==> config.mk <==
export PLATFORM = sky130hd
export DESIGN_NAME = rgb_pwm_gen
export DESIGN_NICKNAME = d
export VERILOG_FILES = /design/src/rtl/rgb_pwm_gen.sv
export SDC_FILE = /design/constraint.sdc
export NUM_CORES = 1
export LEC_CHECK = 0
export ABC_AREA = 0
export BUFFER_PORTS_ARGS = -buffer_cell sky130_fd_sc_hd__buf_4
export CORE_ASPECT_RATIO = 0.7
export CORE_MARGIN = 2
export CORE_UTILIZATION = 55
export CTS_CLUSTER_DIAMETER = 60
export CTS_CLUSTER_SIZE = 25
export DETAILED_ROUTE_END_ITERATION = 6
export HOLD_SLACK_MARGIN = 0.05
export PLACE_DENSITY_LB_ADDON = 0.05
export SLEW_MARGIN = 20
export SYNTH_ARGS = -nofsm -noshare
export SYNTH_HDL_FRONTEND = slang
export SYNTH_SLANG_ARGS = --single-unit
==> constraint.sdc <==
create_clock -name HCLK -period 3.2 [get_ports HCLK]
set_input_delay 0.32 -clock HCLK [delete_from_list [all_inputs] [get_ports HCLK]]
set_output_delay 0.32 -clock HCLK [all_outputs]
set_load 0.03 [all_outputs]
==> src/rtl/rgb_pwm_gen.sv <==
`default_nettype none
// ============================================================================
//  Module      : rgb_pwm_gen
//  Description : Three-channel (R/G/B) PWM generator for the RGB LED driver.
//                Duty registers are double-buffered and transferred to the
//                active set only at a PWM period boundary, so the outputs
//                never glitch. Control (enable, prescaler) applies at once.
//  Revision    : 1.0 - initial release
// ============================================================================
module rgb_pwm_gen #(
   parameter int DUTY_W  = 8,
   parameter int PRESC_W = 8
) (
   input  logic        HCLK,
   input  logic        HRESETn,
   input  logic        wr_en,
   input  logic [1:0]  wr_addr,
   input  logic [15:0] wr_data,
   input  logic [1:0]  rd_addr,
   output logic [15:0] rd_data,
   output logic        red_pwm,
   output logic        green_pwm,
   output logic        blue_pwm,
   output logic        period_start
);

   // Last period count value: 2^DUTY_W-2, so one period is 2^DUTY_W-1 ticks.
   localparam logic [DUTY_W-1:0]  c_PER_LAST = {{(DUTY_W-1){1'b1}}, 1'b0};
   localparam logic [DUTY_W-1:0]  c_ONE_D    = {{(DUTY_W-1){1'b0}}, 1'b1};
   localparam logic [PRESC_W-1:0] c_ONE_P    = {{(PRESC_W-1){1'b0}}, 1'b1};

   logic [DUTY_W-1:0]  r_pend_r, r_pend_g, r_pend_b;
   logic [DUTY_W-1:0]  r_act_r,  r_act_g,  r_act_b;
   logic               r_en;
   logic               r_en_d;
   logic [PRESC_W-1:0] r_presc;
   logic [PRESC_W-1:0] r_presc_cnt;
   logic [DUTY_W-1:0]  r_per_cnt;

   logic w_tick;
   logic w_per_last;
   logic w_bound;
   logic w_unused;

   assign w_tick     = r_en && (r_presc_cnt == r_presc);
   assign w_per_last = (r_per_cnt == c_PER_LAST);
   // A period boundary: wrap of the period counter, or first enabled cycle.
   assign w_bound    = r_en && ((w_tick && w_per_last) || !r_en_d);

   assign period_start = w_bound;
   assign w_unused     = ^wr_data;

   // Register write port: pending duties plus the live control register.
   always_ff @(posedge HCLK or negedge HRESETn) begin
      if (!HRESETn) begin
         r_pend_r <= '0;
         r_pend_g <= '0;
         r_pend_b <= '0;
         r_en     <= 1'b0;
         r_presc  <= '0;
      end else if (wr_en) begin
         case (wr_addr)
            2'd0:    r_pend_r <= wr_data[DUTY_W-1:0];
            2'd1:    r_pend_g <= wr_data[DUTY_W-1:0];
            2'd2:    r_pend_b <= wr_data[DUTY_W-1:0];
            default: begin
               r_en    <= wr_data[0];
               r_presc <= wr_data[PRESC_W+7:8];
            end
         endcase
      end
   end

   // Prescaler: counts 0..presc; a count above a newly lowered presc wraps silently.
   always_ff @(posedge HCLK or negedge HRESETn) begin
      if (!HRESETn) begin
         r_presc_cnt <= '0;
      end else if (!r_en) begin
         r_presc_cnt <= '0;
      end else if (w_tick || (r_presc_cnt > r_presc)) begin
         r_presc_cnt <= '0;
      end else begin
         r_presc_cnt <= r_presc_cnt + c_ONE_P;
      end
   end

   // Period counter: advances once per tick over 0..2^DUTY_W-2.
   always_ff @(posedge HCLK or negedge HRESETn) begin
      if (!HRESETn) begin
         r_per_cnt <= '0;
      end else if (!r_en) begin
         r_per_cnt <= '0;
      end else if (w_tick) begin
         r_per_cnt <= w_per_last ? '0 : (r_per_cnt + c_ONE_D);
      end
   end

   // Active duties follow pending while disabled, else load only at a boundary.
   always_ff @(posedge HCLK or negedge HRESETn) begin
      if (!HRESETn) begin
         r_act_r <= '0;
         r_act_g <= '0;
         r_act_b <= '0;
      end else if (!r_en || w_bound) begin
         r_act_r <= r_pend_r;
         r_act_g <= r_pend_g;
         r_act_b <= r_pend_b;
      end
   end

   // Registered compare outputs and enable history for rise detection.
   always_ff @(posedge HCLK or negedge HRESETn) begin
      if (!HRESETn) begin
         red_pwm   <= 1'b0;
         green_pwm <= 1'b0;
         blue_pwm  <= 1'b0;
         r_en_d    <= 1'b0;
      end else begin
         red_pwm   <= r_en && (r_per_cnt < r_act_r);
         green_pwm <= r_en && (r_per_cnt < r_act_g);
         blue_pwm  <= r_en && (r_per_cnt < r_act_b);
         r_en_d    <= r_en;
      end
   end

   // Readback of the pending (shadow) registers; unused bits read as zero.
   always_comb begin
      rd_data = '0;
      case (rd_addr)
         2'd0:    rd_data[DUTY_W-1:0] = r_pend_r;
         2'd1:    rd_data[DUTY_W-1:0] = r_pend_g;
         2'd2:    rd_data[DUTY_W-1:0] = r_pend_b;
         default: begin
            rd_data[0]           = r_en;
            rd_data[PRESC_W+7:8] = r_presc;
         end
      endcase
   end

endmodule
`default_nettype wire

==> summary.md <==
| Metric | Value |
|---|---|
| DR iter-0 viols | 77 |
| Setup crit end | period_start |
| EDFF count, synth | 0 |
| Startpoint types | register |
| Vias per cell | 5.41 |
| Post-synthesis compound-gate area fraction | 0.0746 |
| DRC violations left | 0 |
| Cells after Synth | 350 |
| GRT Util Overall | 0.232 |
| Worst-path clk slew | 0.08 ns |
| Setup repair after global routing missed its margin | no |
| Share of the synthesized area in the top cell type | 0.463 |
| Worst Max-Slew Pin Slew | 0.954 ns |
| Switching share of power | 0.312 |
| Post-Synth XOR/XNOR Area | 0.0126 |
| First-pass GRT wire length | 14,600 um |
| MaxCap Viol Count | 0 |
| Vias | 2,712 |
| Worst endpoint data arrival time | 2.24 ns |
| Worst-Skew Late Latency | 0.35 ns |
| Number of H-tree levels | 3 |
| Clock Path Buffers | 2 |
| Placed cell count | 485 |
| Top cells by area, synth | dfrtp_1 46%, mux2_2 10%, ha_1 9.6% |
| DRT antenna net count | 0 |
| Syn Nets | 405 |
| Main combinational cell family by area after synthesis | multiplexers |
| DP Worst Slack | 0.697 ns |
| Multiplexer area fraction after synthesis | 0.195 |
| Vias in the first global route | 2,778 |
| VDD IR max | 0.000326 V |
| Final WS setup | 0.644 ns |
| GPL Wtd Cong | 0.787 |
| Syn avg cell area | 11.9 um^2 |
| CTS tree | yes |
| First-pass DRT Iterations | 4 |
| DP Wirelength | 6170 um |
| Ys async rst share | 1.00 |
| FP Rows | 26 |
| P per Cell Area | 592 nW/um^2 |
| Mapped Area | 4160 um^2 |
| Switching pwr | 0.877 mW |
| Outcome | completed |
| Worst setup startpoint | r_presc[7] |
| HP Class | primary input to async pin |
| Post-synthesis simple-gate area fraction | 0.113 |
| Layout Skew | 0.0132 ns |
| Initial Util | 0.569 |
| Overall die area | 8290 um^2 |
| Combinational share of power | 0.267 |
| Pin count of the biggest net entering global routing | 78 |
| P_leak | 2.36 nW |
| CP endpoint kind | primary output |
| Global route overflow | 0 |
| Clk sinks | 77 |
| Post-synthesis sequential area ratio | 0.463 |
| Worst Reg-to-Reg Cells | 7 |
| Number of nets in the layout | 453 |
| Root buffer cell | clkbuf_8 |
| Die Y | 76.8 um |
| Area grow syn2layout | 14.2% |
| Finished Core Util | 0.649 |
| Met1 wire length | 4890 um |
| Most used standard cell by instance count after synthesis | dfrtp_1 |
| Post-synth top cells | 77 x dfrtp_1, 37 x mux2_2, 32 x ha_1, 32 x inv_1, 22 x nand2_1 |
| Non-Filler Instances | 501 |
| Met3 Wirelength | 297 um |
| Hold_buf cts | 0 |
| Internal Power | 1.93 mW |
| Fin. Hold Viols | 0 |
| Tmin final | 2.56 ns |
| Setup CP Type | register to primary output |
| Netlist cell types | 45 |
| Drt total wl | 8700 um |
| Top routing layer used | met4 |
| YS warnings | 0 |
| Sequential power share | 0.467 |
| Initial antenna violation count | 0 |
| Adder-cell share of the synthesized area | 0.0962 |
| Number of buffers created by CTS | 9 |
| Max Freq | 0.391 GHz |
| Period utilisation layout | 0.799 |
| Met2 wire length | 3490 um |
| Reg2Reg Capture Point | r_act_g[4] |
| Finish-stage setup viols | 0 |
| Clk network pwr share | 0.266 |
| Final Max Slew Viols | 0 |
| Synth area leader | dfrtp_1 |
| Flop2flop setup slack | 0.70 ns |
| Max Fanout on Critical Path | 7 |
| Core Area | 7320 um^2 |
| Reg2reg start | r_presc[7] |
| Number of port buffers | 42 |
| Share of cells above drive strength 1 | 0.310 |
| Predominant post-synthesis flop cell | dfrtp_1 |
| Top Ports | 43 |
| Worst slew margin | 0.364 |
| Post_cts resized | 0 |
| Setup bufs post-CTS | 0 |
| Die span in x | 108 um |
| Min Hold Slack | 0.115 ns |
| Setup_tns | 0 ns |
| Antenna diode count | 0 |
| CP required | 2.88 ns |
| Routed WL per cell | 17.4 um |
| #FFs+latches synth | 77 |
kinds of logic after synthesis:
logic type / Yosys count
flip-flops: 77
buffers and inverters: 40
AND/OR/NAND/NOR: 83
XOR/XNOR: 6
multiplexers: 65
AO/OA/AOI/OAI: 47
adder cells (fa/ha/maj): 32
sequential cells by signal (all words and copies together) (netlist names), 8 cells and up:
name / flops
r_act_g: 8
r_act_r: 8
r_presc_cnt: 8
r_pend_b: 8
r_pend_g: 8
r_presc: 8
r_act_b: 8
r_pend_r: 8
r_per_cnt: 8
power groups by stage:
stage	clock network (mW)	logic [mW]	registers, mW
2_1_floorplan	0	0.557	1.29
3_3_place_gp	0	0.740	1.32
3_5_place_dp	0	0.752	1.33
4_1_cts	0.759	0.760	1.31
5_1_grt	0.808	0.836	1.34
6_report	0.748	0.752	1.31
routing by layer:
layer	track usage	vias up
met4	0.0500	0
met5	0	-
met1	0.376	1334
met2	0.314	41
met3	0.0527	2
li1	-	1335
critical path: stages, from the launching register on:
cell and delay [ns]:
dfrtp_1 0.37, inv_1 0.07, ha_1 0.31, and4_4 0.25
and3_1 0.36, nand2_1 0.08, a21boi_0 0.24, buf_4 0.21
layout by cell type, fill, tap and decap left out, types with 2 or more instances in the layout:
cell type   synthesis  routed
dfrtp_1            77      77
buf_4               0      45
mux2_2             37      37
inv_1              32      32
ha_1               32      32
nand2_1            22      22
mux2_4             20      20
and3_1             14      14
o21ai_0            13      13
nand3_1            13      13
clkbuf_8            0      10
a21oi_1             9       9
nor2_1              9       9
mux2i_1             7       7
nand2b_1            5       5
xor2_1              5       5
a21boi_0            5       5
a21o_1              4       4
o21a_1              4       4
nand4b_1            3       3
a31oi_1             3       3
nand3b_1            3       3
nor3_1              3       3
a221o_1             2       2
nor4_1              2       2
clkinvlp_4          0       2
worst min path at each step:
| stage | to |
|---|---|
| 2_1_floorplan | blue_pwm |
| 3_3_place_gp | r_act_g[7] |
| 3_5_place_dp | r_act_r[0] |
| 4_1_cts | r_act_b[3] |
| 5_1_grt | r_act_b[3] |
| 6_report | r_act_r[3] |
layout make-up:
cell class,instances,area [um^2]
fillers,582,2570
multi-input cells,233,2040
flip-flops and latches,77,1930
repair buffers,45,338
clock buffers,11,141
well taps,98,123
inverters,32,120
clock inverters,5,58.8
metrics by stage:
step	total power, mW	cell area [um^2]
floorplan	1.84	4160
global placement	2.06	4550
detailed placement	2.08	4550
CTS	2.83	4750
global route	2.98	4750
finish	2.81	4750
(Power assumes the default switching activity.)
